<file path="src/rtl/dm_store_buffer.sv">
// dm_store_buffer: in-order store FIFO feeding the DM write port, with youngest-match load forwarding.
module dm_store_buffer #(
  parameter int DEPTH = 4,
  parameter int AW    = 10
) (
  input  logic          clk,
  input  logic          reset,
  input  logic          st_valid,
  input  logic [AW-1:0] st_addr,
  input  logic [31:0]   st_data,
  input  logic [31:0]   st_pc,
  output logic          st_ready,
  input  logic [AW-1:0] ld_addr,
  output logic          ld_hit,
  output logic [31:0]   ld_data,
  input  logic          drain_stall,
  output logic          mem_we,
  output logic [AW-1:0] mem_addr,
  output logic [31:0]   mem_din,
  output logic [31:0]   mem_pc,
  output logic          empty
);
  localparam int PW = $clog2(DEPTH);
  localparam logic [PW:0] CNT_FULL = (PW+1)'(DEPTH);
  logic [AW-1:0] r_addr [DEPTH];
  logic [31:0]   r_data [DEPTH];
  logic [31:0]   r_pc   [DEPTH];
  logic [PW-1:0] r_head, r_tail;
  logic [PW:0]   r_count;
  logic          w_push;
  assign st_ready = r_count != CNT_FULL;
  assign empty    = r_count == '0;
  assign w_push   = st_valid && st_ready;
  assign mem_we   = !empty && !drain_stall;
  assign mem_addr = empty ? '0 : r_addr[r_head];
  assign mem_din  = empty ? '0 : r_data[r_head];
  assign mem_pc   = empty ? '0 : r_pc[r_head];
  always_ff @(posedge clk or posedge reset) begin
    if (reset) begin
      r_head  <= '0;
      r_tail  <= '0;
      r_count <= '0;
    end else begin
      r_head  <= r_head + PW'(mem_we);
      r_tail  <= r_tail + PW'(w_push);
      r_count <= r_count + (PW+1)'(w_push) - (PW+1)'(mem_we);
    end
  end
  always_ff @(posedge clk) begin
    if (w_push) begin
      r_addr[r_tail] <= st_addr;
      r_data[r_tail] <= st_data;
      r_pc[r_tail]   <= st_pc;
    end
  end
  // Scan oldest to youngest so the last match (nearest tail) wins.
  always_comb begin
    ld_hit  = 1'b0;
    ld_data = '0;
    for (int i = 0; i < DEPTH; i++) begin
      if ((PW+1)'(i) < r_count && r_addr[r_head + PW'(i)] == ld_addr) begin
        ld_hit  = 1'b1;
        ld_data = r_data[r_head + PW'(i)];
      end
    end
  end
endmodule

</file>
<file path="config.mk">
export PLATFORM = sky130hd
export DESIGN_NAME = dm_store_buffer
export DESIGN_NICKNAME = d
export VERILOG_FILES = /design/src/rtl/dm_store_buffer.sv
export SDC_FILE = /design/constraint.sdc
export NUM_CORES = 1
export LEC_CHECK = 0
export CAP_MARGIN = 20
export CORE_MARGIN = 1.5
export CORE_UTILIZATION = 50
export CTS_CLUSTER_DIAMETER = 40
export DETAILED_ROUTE_END_ITERATION = 10
export PLACE_DENSITY = 0.8
export SKIP_LAST_GASP = 1
export SLEW_MARGIN = 20
export SYNTH_ARGS = -nofsm -noshare
export SYNTH_HDL_FRONTEND = slang
export SYNTH_SLANG_ARGS = --single-unit
</file>
<file path="constraint.sdc">
create_clock -name clk -period 11.73 [get_ports clk]
set_input_delay 1.173 -clock clk [delete_from_list [all_inputs] [get_ports clk]]
set_output_delay 1.173 -clock clk [all_outputs]
set_load 0.02 [all_outputs]
</file>
Word-level counts from Yosys, hierarchy flattened
Memories as Yosys holds them, arrays and structs flattened.
Cells that the tools add are included.

storage, ports and cells
  bits in registers = 7
  memories kept = 3
  bits in writable memories = 296

operators by class
  mux-type cells = 13
  reduce and logical (&&, ||, !) cells = 9
  eq/ne operators = 5
  magnitude comparators = 4
  add/subtract/negate cells = 7

memories
  name    depth  width  rd ports  clocked after Yosys merged registers in  write ports  RTL line  text
  r_data  4      32     4         0                                        1            26        logic [31:0] r_data [DEPTH];
  r_pc    4      32     1         0                                        1            27        logic [31:0] r_pc [DEPTH];
  r_addr  4      10     4         0                                        1            25        logic [AW-1:0] r_addr [DEPTH];

operators with widths
  operator               number
  $mux W32               6
  $eq A10 B10 Y1         4
  $mux W10               1
  $logic_and A1 B1 Y1    6
  $lt A1 B3 Y1 const A   2
  $lt A2 B3 Y1 const A   2
  $mux W1                6
  $add A2 B1 Y2          2
  $add A2 B2 Y2 const B  2
  $add A3 B1 Y3          1
  $logic_not A3 Y1       1
  $ne A3 B3 Y1 const B   1
  $sub A3 B1 Y3          1
  $add A2 B1 Y2 const B  1
  $logic_not A1 Y1       2

Depth between registers and ports, before layout
Gate-level depths: netlist (run 1).
An unclocked memory read counts as a cell.

  depth after elaboration = 7
  mapped depth = 14
  mapped depth without buffers = 8

Worst setup path after synthesis (run 1)
No wires, ideal clock.

  kind = input -> register
  from = input st_valid
  to = memory r_addr[0][0], enable pin
  stages on the path = 2
  setup slack = 4,863 ps
  arrival time = 6,270 ps
  cell sequence = nand2_1 nor3_1

on the way
  word-level cells in the longest chain between the ends = 3

RTL lines
  item                           RTL line  text
  from (decl)                    8         input logic st_valid,
  $logic_and A1 B1 Y1            33        assign w_push = st_valid && st_ready;
  $mux W1                        50        if (w_push) begin
  $mux W1 (implied by the code)  51        r_addr[r_tail] <= st_addr;
  to (decl)                      25

Every way passes these cells.

Worst setup path in the final report (run 1)
  from = register r_head[1]
  to = output ld_data[31]

on the way
  word-level cells in the longest chain between the ends = 7

RTL lines
  item                                                          RTL line  text
  from (decl)                                                   28        logic [PW-1:0] r_head, r_tail;
  from (signal assigned)                                        44        r_head <= r_head + PW'(mem_we);
  $add A2 B1 Y2 / $mem_v2 Z4 W10 (equally long branches)        n/a
  $mem_v2 Z4 W10 / $eq A10 B10 Y1 (equally long branches)       n/a
  $eq A10 B10 Y1 / $logic_and A1 B1 Y1 (equally long branches)  61        if ((PW+1)'(i) < r_count && r_addr[r_head + PW'(i)] == ld_addr) begin
  $logic_and A1 B1 Y1 / $mux W32 (equally long branches)        61
  $mux W32 (2 in series)                                        61
  $mux W32 *                                                    61
  to (decl)                                                     15        output logic [31:0] ld_data,

Mark *: on every way between the ends. The rest lies on a longest branch, timed or not.

==> run metrics, run 1 <==
Seq cells post-synth=about 300; root buf cell=clkbuf_16; critical path buffer and inverter count=1; Power, Total=5210 µW; num rows=64; CTS max path bufs=3; pin count of the biggest net entering global routing=149; CP Data Required Time=roughly 11 ns; Vias/cell=between 6 and 7; via count=between 10,000 and 15,000; largest stage delay on the critical path=around 1.0 ns; FF-to-FF setup slack=between 8 and 9 ns; filler instances=around 2,300; Detailed Place HPWL=about 24,000 µm; min Tclk post-route=between 6 and 7 ns; switching power=~1900 µW; Final Wtd Congestion=~0.89; WL met1=roughly 16,000 µm; Area Overhead vs Synth=22.1%; CP Launch Point=r_head[1]; final hold violation count=0; CP Launch Type=flop; Nets=approximately 1,400; area of the multi-input gates=between 6000 and 7000 µm²; cells after synthesis=approximately 1,100; fmax=around 0.15 GHz; # Post-CTS Setup Buffers=0; worst clock skew=0.0210 ns; worst skew pair latency=~0.52 ns; synthesized cell area=roughly 16,000 µm²; leakage=~0.0065 µW; IO Count=approximately 200; Yosys cell types=58; max layer used=met5; Internal Dissipation=about 3300 µW; Port Buf Inserts=~200; Wirelength per Cell=~23 µm; H-Tree Depth=2; kind of critical path=reg2out; Post-synth ARST share=0.0231; CP max FO=between 50 and 60; worst relative slew slack=0.309; PwrDens=roughly 270 nW/µm²; Post-Route WL=approximately 38,000 µm; Die Height=approximately 180 µm; max-slew violations=0; Comb power frac=0.465; initial antenna violation count=3; global-route wire length before repair=between 50,000 and 60,000 µm; syn avg cell area=around 14 µm²; critical path arrival=5.46 ns; Iter 0 DRT Violations=747; sequential cell area fraction in the yosys report=0.573; Clk pwr share=0.233; Worst path slowest cell=dfrtp_4; TritonCTS clock tree=done; Chip Width=between 150 and 200 µm; first-pass detailed-route iteration total=5; DR WL met2=roughly 19,000 µm; Hold Crit Class=reg2reg; worst slew pin tran=between 1 and 1.5 ns; FF-to-FF Start=r_count[0]; max-cap viol count=0; GRT overflow=0; EDFF count, synth=between 200 and 300; Core Area=just over 30,000 µm²; Sequential Area=9070 µm²; count of warnings emitted by yosys=0; crit-path leading delay family=simple AND/OR/NAND/NOR gates; DRT antenna net count=0; crit path to=ld_data[31]; RSZ-0062 raised after global routing=no; die area=roughly 33,000 µm²; setup tns final=0 ns; Worst VDD drop=about 0.19 mV; hold-fix buffer count after cts=0; status=finished clean; Reg2Reg Depth=8; DRC Markers=0; switching share of power=0.374; CP Cell Sequence=mux2i_1, a21oi_1, and3_1, o2111ai_2, or2_4, and2_4, a32oi_1, clkdlybuf4s50_1; # setup viols final=0; number of global-route vias before repair=around 11,000; Crit. End Element=primary output; Starting Density=0.512; Synth Flop Type=edfxtp_1; CTS resizes=0; gr usage total=0.235; critical path depth=8; Reg power frac=0.302; routed wl met3=2280 µm; CTS Sinks=roughly 300; Period Utilization, post-route=0.565; layout cells sized above 1=0.196; syn nets=1,206; clk slew on worst S/H paths=about 0.060 ns; worst flop-to-flop path endpoint=r_count[2]; Num CTS Buffers=39
synth_stat cells, types with 5 or more instances:
library cell,number,share of area
nand4_1,5,0.0020
nor2_1,42,0.010
o221ai_2,10,0.0095
nand3_1,16,0.0051
buf_1,8,0.0019
clkbuf_1,44,0.010
mux2_2,81,0.058
a21oi_1,7,0.0022
xor2_1,19,0.011
xnor2_1,26,0.014
edfxtp_1,296,0.56
buf_6,15,0.011
nand3b_1,31,0.015
a32oi_2,29,0.030
dfrtp_1,7,0.011
inv_1,7,0.0017
mux2i_1,105,0.066
o211ai_1,19,0.0090
nor2b_1,42,0.017
nand2_1,86,0.020
buf_2,29,0.0092
o21ai_0,43,0.014
mux4_2,33,0.047
o221ai_1,47,0.026
nor3_1,10,0.0032
ha_1,6,0.0047
through the flow:
step                hold slack (ns)  cells  worst slack [ns]  instance area, µm²   util
finish                        0.600   1697              5.10               19300  0.625
detailed placement            0.592   1625              5.25               18000  0.582
global placement              0.585   1624              5.29               18000  0.581
CTS                           0.605   1695              4.94               19300  0.625
floorplan                     0.461   1111              4.86               15800      -
global route                  0.626   1696              4.74               19300  0.625
cells in the final DEF (no fill, tap or decap), types with 26 or more instances in the layout:
master           Yosys  layout
a32oi_2             29      29
clkbuf_16            0      39
clkdlybuf4s50_1      0     197
edfxtp_1           296     296
mux2_2              81      81
mux2i_1            105     105
mux4_2              33      33
nand2_1             86      86
nand3b_1            31      31
nor2_1              42      40
nor2b_1             42      42
o21ai_0             43      43
o221ai_1            47      47
xnor2_1             26      26
metal layers:
metal,global-route usage,up-vias
met3,0.0435,107
li1,-,4713
met2,0.402,396
met4,0.106,4
met5,0,-
met1,0.292,5127
worst min-delay path by stage:
stage	start	end	slack, ns	cells after the start
final	r_tail[1]	r_tail[1]	0.60	1
after global routing	r_tail[1]	r_tail[1]	0.63	1
after CTS	r_tail[1]	r_tail[1]	0.61	1
after detailed placement	r_tail[1]	r_tail[1]	0.59	1
after global placement	r_tail[1]	r_tail[1]	0.58	1
after floorplan	r_head[0]	r_head[0]	0.46	1
kinds of logic after synthesis:
family,Yosys count,share of synthesized area
DFF,303,0.573
buffers and inverters,104,0.0343
AOI/OAI and AO/OA,184,0.110
muxes,220,0.172
xor gates and xnor gates,45,0.0249
and+or+nand+nor,248,0.0802
adders and majority gates,7,0.00601
layout make-up:
cell class                      instances  area share
Antenna cell                            2    0.000259
Clock buffer                           43      0.0513
Clock inverter                         27      0.0177
Inverter                                7     0.00142
Multi-Input combinational cell        704       0.324
Sequential cell                       303       0.469
Tap cell                              396      0.0256
Timing Repair Buffer                  215       0.110
power by group through the flow:
stage	sequential [µW]	combinational [µW]	clock [µW]
after floorplan	1530	1670	0
after global placement	1570	2380	0
after detailed placement	1590	2410	0
after CTS	1570	2430	1230
after global routing	1590	2590	1280
final	1570	2420	1220
registers in the layout, indices dropped and copies added (netlist names):
register,flops
r_count,3
r_data,128
r_head,2
r_tail,2
r_addr,40
r_pc,128
Power figures use the tool's default switching activity.
==> run 2: changes to the inputs <==
--- a/config.mk
+++ b/config.mk
@@ -10,7 +10,7 @@
 export CORE_UTILIZATION = 50
 export CTS_CLUSTER_DIAMETER = 40
 export DETAILED_ROUTE_END_ITERATION = 10
-export PLACE_DENSITY = 0.8
+export PLACE_DENSITY = 0.83
 export SKIP_LAST_GASP = 1
 export SLEW_MARGIN = 20
 export SYNTH_ARGS = -nofsm -noshare
==> constraint.sdc (replaced) <==
create_clock -name clk -period 5.8 [get_ports clk]
set_input_delay 0.58 -clock clk [delete_from_list [all_inputs] [get_ports clk]]
set_output_delay 0.58 -clock clk [all_outputs]
set_load 0.02 [all_outputs]
==> run 2 against run 1 <==
Sequential cell count unchanged. Wire length is 1.1% lower. Worst setup slack got worse by 4.7 ns. Cell area increased by 0.60%. Die area is the same. Via count is 0.82% higher. Final cell count is 0.47% higher. Clock-buffer cell count rose by 3. Sequential power rose by 97%. Register-to-register slack got worse by 5.9 ns. Clock power up 110%. Critical path type unchanged. Critical endpoint is now ld_data[5]. Largest power group unchanged. Highest routed layer unchanged.
==> run metrics, run 2 (synthesized netlist as in run 1, its figures left out) <==
IO Count=198 (unchanged); kind of critical path=reg2out; first-pass detailed-route iteration total=5 (unchanged); gr usage total=0.233 (-0.00274); # Post-CTS Setup Buffers=0 (unchanged); CTS Sinks=303 (unchanged); largest stage delay on the critical path=0.68 ns (-0.33 ns); CTS max path bufs=3 (unchanged); Core Area=30,900 µm² (unchanged); critical path buffer and inverter count=2 (+1); num rows=64 (unchanged); root buf cell=clkbuf_16; worst relative slew slack=0.300 (-0.00962); hold-fix buffer count after cts=0 (unchanged); worst hold margin=0.333 ns (-0.267 ns); final hold violation count=0 (unchanged); H-Tree Depth=2 (unchanged); TritonCTS clock tree=done; Wirelength per Cell=22.2 µm (-1.6%); CTS resizes=0 (unchanged); layout cells sized above 1=0.200 (+0.00370); Num CTS Buffers=40 (+2.6%); CP Launch Type=flop; Setup WS pre-CTS=0.895 ns (-4.36 ns); number of global-route vias before repair=10,713 (-0.99%); setup tns final=0 ns (unchanged); Nets=1,371 (+0.44%); Vias/cell=6.12 (+0.35%); clk slew on worst S/H paths=0.05 ns (about the same); Port Buf Inserts=197 (unchanged); Worst path slowest cell=and2_4; CP Data Required Time=5.22 ns (-5.34 ns); min Tclk post-route=5.42 ns; Area Overhead vs Synth=22.8%; CP Cell Sequence=buf_4, mux2i_1, a21oi_1, and3_1, o2111ai_2, or2_4, and2_4, a32oi_2, clkdlybuf4s50_1; PwrDens=545 nW/µm² (+100%); Hold Crit Class=in2async; Worst VDD drop=0.434 mV (+130%); Detailed Place HPWL=23,700 µm (+0.16%); via count=10,432 (+0.82%); GRT overflow=0 (unchanged); Iter 0 DRT Violations=910 (+22%); area of the multi-input gates=6260 µm² (+0.10%); Sequential Area=9070 µm² (unchanged); biggest registers after layout=r_data (128), r_pc (128), r_addr (40); Die Height=181 µm (unchanged); initial antenna violation count=4 (+1); worst clock skew=0.0149 ns (-0.00613 ns); worst slew pin tran=1.05 ns (+0.0144 ns); pin count of the biggest net entering global routing=160 (+7.4%); Post-Route WL=37,900 µm (-1.1%); Starting Density=0.512 (unchanged); critical path depth=9 (+1); leakage=0.00653 µW (+0.68%); max-slew violations=0 (unchanged); DRT antenna net count=0 (unchanged); Crit. End Element=primary output; RSZ-0062 raised after global routing=no; Period Utilization, post-route=0.934; max-cap viol count=0 (unchanged); Post-Place Cells=1,629 (+0.25%); Reg2Reg Depth=6 (-2); Finished Layout Cells=1,705 (+0.47%); critical path arrival=4.84 ns (-0.62 ns); status=finished clean; worst skew pair latency=0.52 ns (about the same); die area=32,700 µm² (unchanged); commonest cells after routing, fill and taps aside=edfxtp_1 (296), clkdlybuf4s50_1 (197), mux2i_1 (105); fin util=0.629 (+0.00372); CP max FO=57 (unchanged); fmax=0.185 GHz; DRC Markers=0 (unchanged); crit-path leading delay family=simple AND/OR/NAND/NOR gates; global-route wire length before repair=59,300 µm (-0.92%); setup ws final=0.381 ns (-4.72 ns); filler instances=2,238 (-1.7%); # setup viols final=0 (unchanged); commonest non-fill, non-tap cell in the layout=edfxtp_1; Final Wtd Congestion=0.884 (-0.45%); Chip Width=181 µm (unchanged)
-- run 2: final cells by class --
class,count,share of cell area
antenna,4,0.000515
clock buffer,46,0.0537
clock inverter,25,0.0172
inverter,7,0.00148
multi-input combinational,704,0.322
sequential,303,0.467
tap,396,0.0255
timing repair buffer,220,0.113
-- run 2: worst paths after layout --
path / start / end / slack, ns
max reg2reg: r_count[2] / r_addr[3][9] / 3.04
min in group clk: r_count[0] / r_count[0] / 0.62
min: reset / r_count[0] / 0.33
min reg2reg: r_count[0] / r_count[0] / 0.62
max: r_head[1] / ld_data[5] / 0.38
max in group asynchronous: reset / r_head[0] / 5.21
-- run 2: metal layers --
metal	vias up	wire length (µm)	global-route usage
met2	437	18700	0.393
li1	4727	-	-
met4	2	1070	0.0911
met3	76	2790	0.0516
met5	-	9	0
met1	5190	15300	0.292
-- run 2: metrics by stage --
step	area, µm²	power [µW]
2_1_floorplan	15800	6460
3_3_place_gp	18000	8000
3_5_place_dp	18000	8080
4_1_cts	19400	10600
5_1_grt	19400	11100
6_report	19400	10600
-- run 2: where the power goes --
part,switching (µW),internal (µW)
Sequential,196,2910
Clock,925,1580
Combinational,2800,2170
Total,3930,6660
==> run 3: changes to the inputs <==
--- a/config.mk
+++ b/config.mk
@@ -6,13 +6,14 @@
 export NUM_CORES = 1
 export LEC_CHECK = 0
 export CAP_MARGIN = 20
+export CORE_ASPECT_RATIO = 0.8
 export CORE_MARGIN = 1.5
 export CORE_UTILIZATION = 50
 export CTS_CLUSTER_DIAMETER = 40
 export DETAILED_ROUTE_END_ITERATION = 10
 export PLACE_DENSITY = 0.83
 export SKIP_LAST_GASP = 1
-export SLEW_MARGIN = 20
+export SLEW_MARGIN = 30
 export SYNTH_ARGS = -nofsm -noshare
 export SYNTH_HDL_FRONTEND = slang
 export SYNTH_SLANG_ARGS = --single-unit
==> run 3 against run 2 <==
Combinational power about the same. Die area barely moved. Core utilization is 0.88 points lower. Clock power is 6% lower. Clock-buffer cell count unchanged. Largest power group unchanged. Worst setup slack worse by 0.095 ns. Sequential share of layout area rose by 0.11 points. Via count down 0.19%.
==> run metrics, run 3 (synthesized netlist as in run 1, its figures left out) <==
worst flop-to-flop path endpoint=r_data[2][25]; worst skew pair latency=0.54 ns (+0.02 ns); filler instances=2,291 (+2.4%); Final Wtd Congestion=0.869 (-1.6%); commonest cells after routing, fill and taps aside=edfxtp_1 (296), clkdlybuf4s50_1 (197), mux2i_1 (105); hold-fix buffer count after cts=0 (unchanged); clk slew on worst S/H paths=0.06 ns (about the same); Worst VDD drop=0.378 mV (-13%); Power, Total=10,400 µW (-1.4%); Wirelength per Cell=22.2 µm (about the same); Chip Width=202 µm (+12%); Reg2Reg Depth=7 (+1); CTS max path bufs=3 (unchanged); pin count of the biggest net entering global routing=92 (-43%); Vias/cell=6.02 (-1.6%); Die Height=162 µm (-10%); kind of critical path=reg2out; min Tclk post-route=5.51 ns (+0.0952 ns); FF-to-FF Start=r_count[2]; CP Launch Type=flop; RSZ-0062 raised after global routing=no; Nets=1,373 (+0.15%); global-route wire length before repair=58,600 µm (-1.2%); num rows=58 (-9.4%); CTS Sinks=303 (unchanged); H-Tree Depth=2 (unchanged); number of global-route vias before repair=10,645 (-0.63%); PwrDens=538 nW/µm² (-1.1%); Num CTS Buffers=39 (-2.5%); fmax=0.181 GHz (-1.7%); leakage=0.00650 µW (-0.42%); Post-Place Cells=1,656 (+1.7%); IO Count=198 (unchanged); worst clock skew=0.0264 ns (+0.0115 ns); Crit. End Element=primary output; DRT antenna net count=0 (unchanged); Hold Crit Class=in2async; critical path arrival=4.93 ns (+0.09 ns); Iter 0 DRT Violations=783 (-14%); fin util=0.620 (-0.00884); GRT overflow=0 (unchanged); Finished Layout Cells=1,730 (+1.5%); Period Utilization, post-route=0.951 (+0.0164); worst hold margin=0.267 ns (-0.0657 ns); root buf cell=clkbuf_16; initial antenna violation count=2 (-2); via count=10,412 (-0.19%); setup tns final=0 ns (unchanged); CP Launch Point=r_head[1]; max-cap viol count=0 (unchanged); biggest registers after layout=r_data (128), r_pc (128), r_addr (40); Area Overhead vs Synth=22.5%; worst slew pin tran=0.953 ns (-0.0977 ns); crit path to=ld_data[0]; # setup viols final=0 (unchanged); Detailed Place HPWL=23,800 µm (+0.38%); Port Buf Inserts=197 (unchanged); Post-Route WL=38,400 µm (+1.5%); # Post-CTS Setup Buffers=0 (unchanged); layout cells sized above 1=0.201 (+0.00107); FF-to-FF setup slack=3.13 ns (+0.09 ns); DRC Markers=0 (unchanged); TritonCTS clock tree=done; max-slew violations=0 (unchanged); CP Data Required Time=5.22 ns (about the same); CP max FO=35 (-39%); Starting Density=0.506 (-0.00602); commonest non-fill, non-tap cell in the layout=edfxtp_1; die area=32,700 µm² (about the same); CTS resizes=0 (unchanged); status=finished clean; first-pass detailed-route iteration total=5 (unchanged); final hold violation count=0 (unchanged); worst relative slew slack=0.365 (+0.0651); gr usage total=0.231 (-0.00161); Core Area=31,300 µm² (+1.2%)
[run 3: changes by cell type in the layout (fill, tap and decap cells not counted), moves of 4 or more]
cell / change
buf_4: +5
bufinv_16: -4
clkinv_2: +4
inv_6: -4
[run 3: area by class of cell]
class | instances | area (µm²) | share of cell area
diodes | 2 | 5.00 | 0.000258
clock buffers | 46 | 1020 | 0.0527
clock inverters | 25 | 290 | 0.0150
inverters | 7 | 27.5 | 0.00142
multi-input cells | 704 | 6260 | 0.323
flip-flops and latches | 303 | 9070 | 0.468
well taps | 420 | 526 | 0.0271
repair buffers | 223 | 2190 | 0.113
[run 3: through the flow]
| stage | setup slack (ns) | cell area [µm²] |
|---|---|---|
| finish | 0.286 | 19400 |
| global route | 0.0418 | 19400 |
| CTS | 0.266 | 19400 |
| detailed placement | 0.847 | 18000 |
| global placement | 0.898 | 18000 |
| floorplan | 1.16 | 15800 |
[run 3: how the worst min path moves through the flow]
stage | from | to | cells after the start | slack [ns]
2_1_floorplan | reset | r_count[0] | 1 | 0.38
3_3_place_gp | r_count[0] | r_count[0] | 1 | 0.59
3_5_place_dp | r_count[0] | r_count[0] | 1 | 0.61
4_1_cts | reset | r_count[0] | 2 | 0.26
5_1_grt | reset | r_count[0] | 2 | 0.28
6_report | reset | r_count[0] | 2 | 0.27
[run 3: critical path: stages (launching register included)]
cell             delay (ns)
dfrtp_4                0.78
buf_4                  0.38
mux2i_1                0.37
mux2i_1                0.15
xnor2_1                0.18
o2111ai_2              0.14
buf_4                  0.31
or2_4                  0.49
and2_4                 0.67
a32oi_1                0.24
clkdlybuf4s50_1        0.59
[run 3: layer usage]
layer	routed length (µm)	GRT usage
met1	16500	0.312
met2	18200	0.372
met3	2700	0.0508
met4	1000	0.0790
met5	13	0
[run 3: power by group]
group          internal [µW]  switching [µW]  leakage (µW)
logic                   2170            2780       0.00308
registers               2910             215       0.00279
clock network           1400             974      0.000627
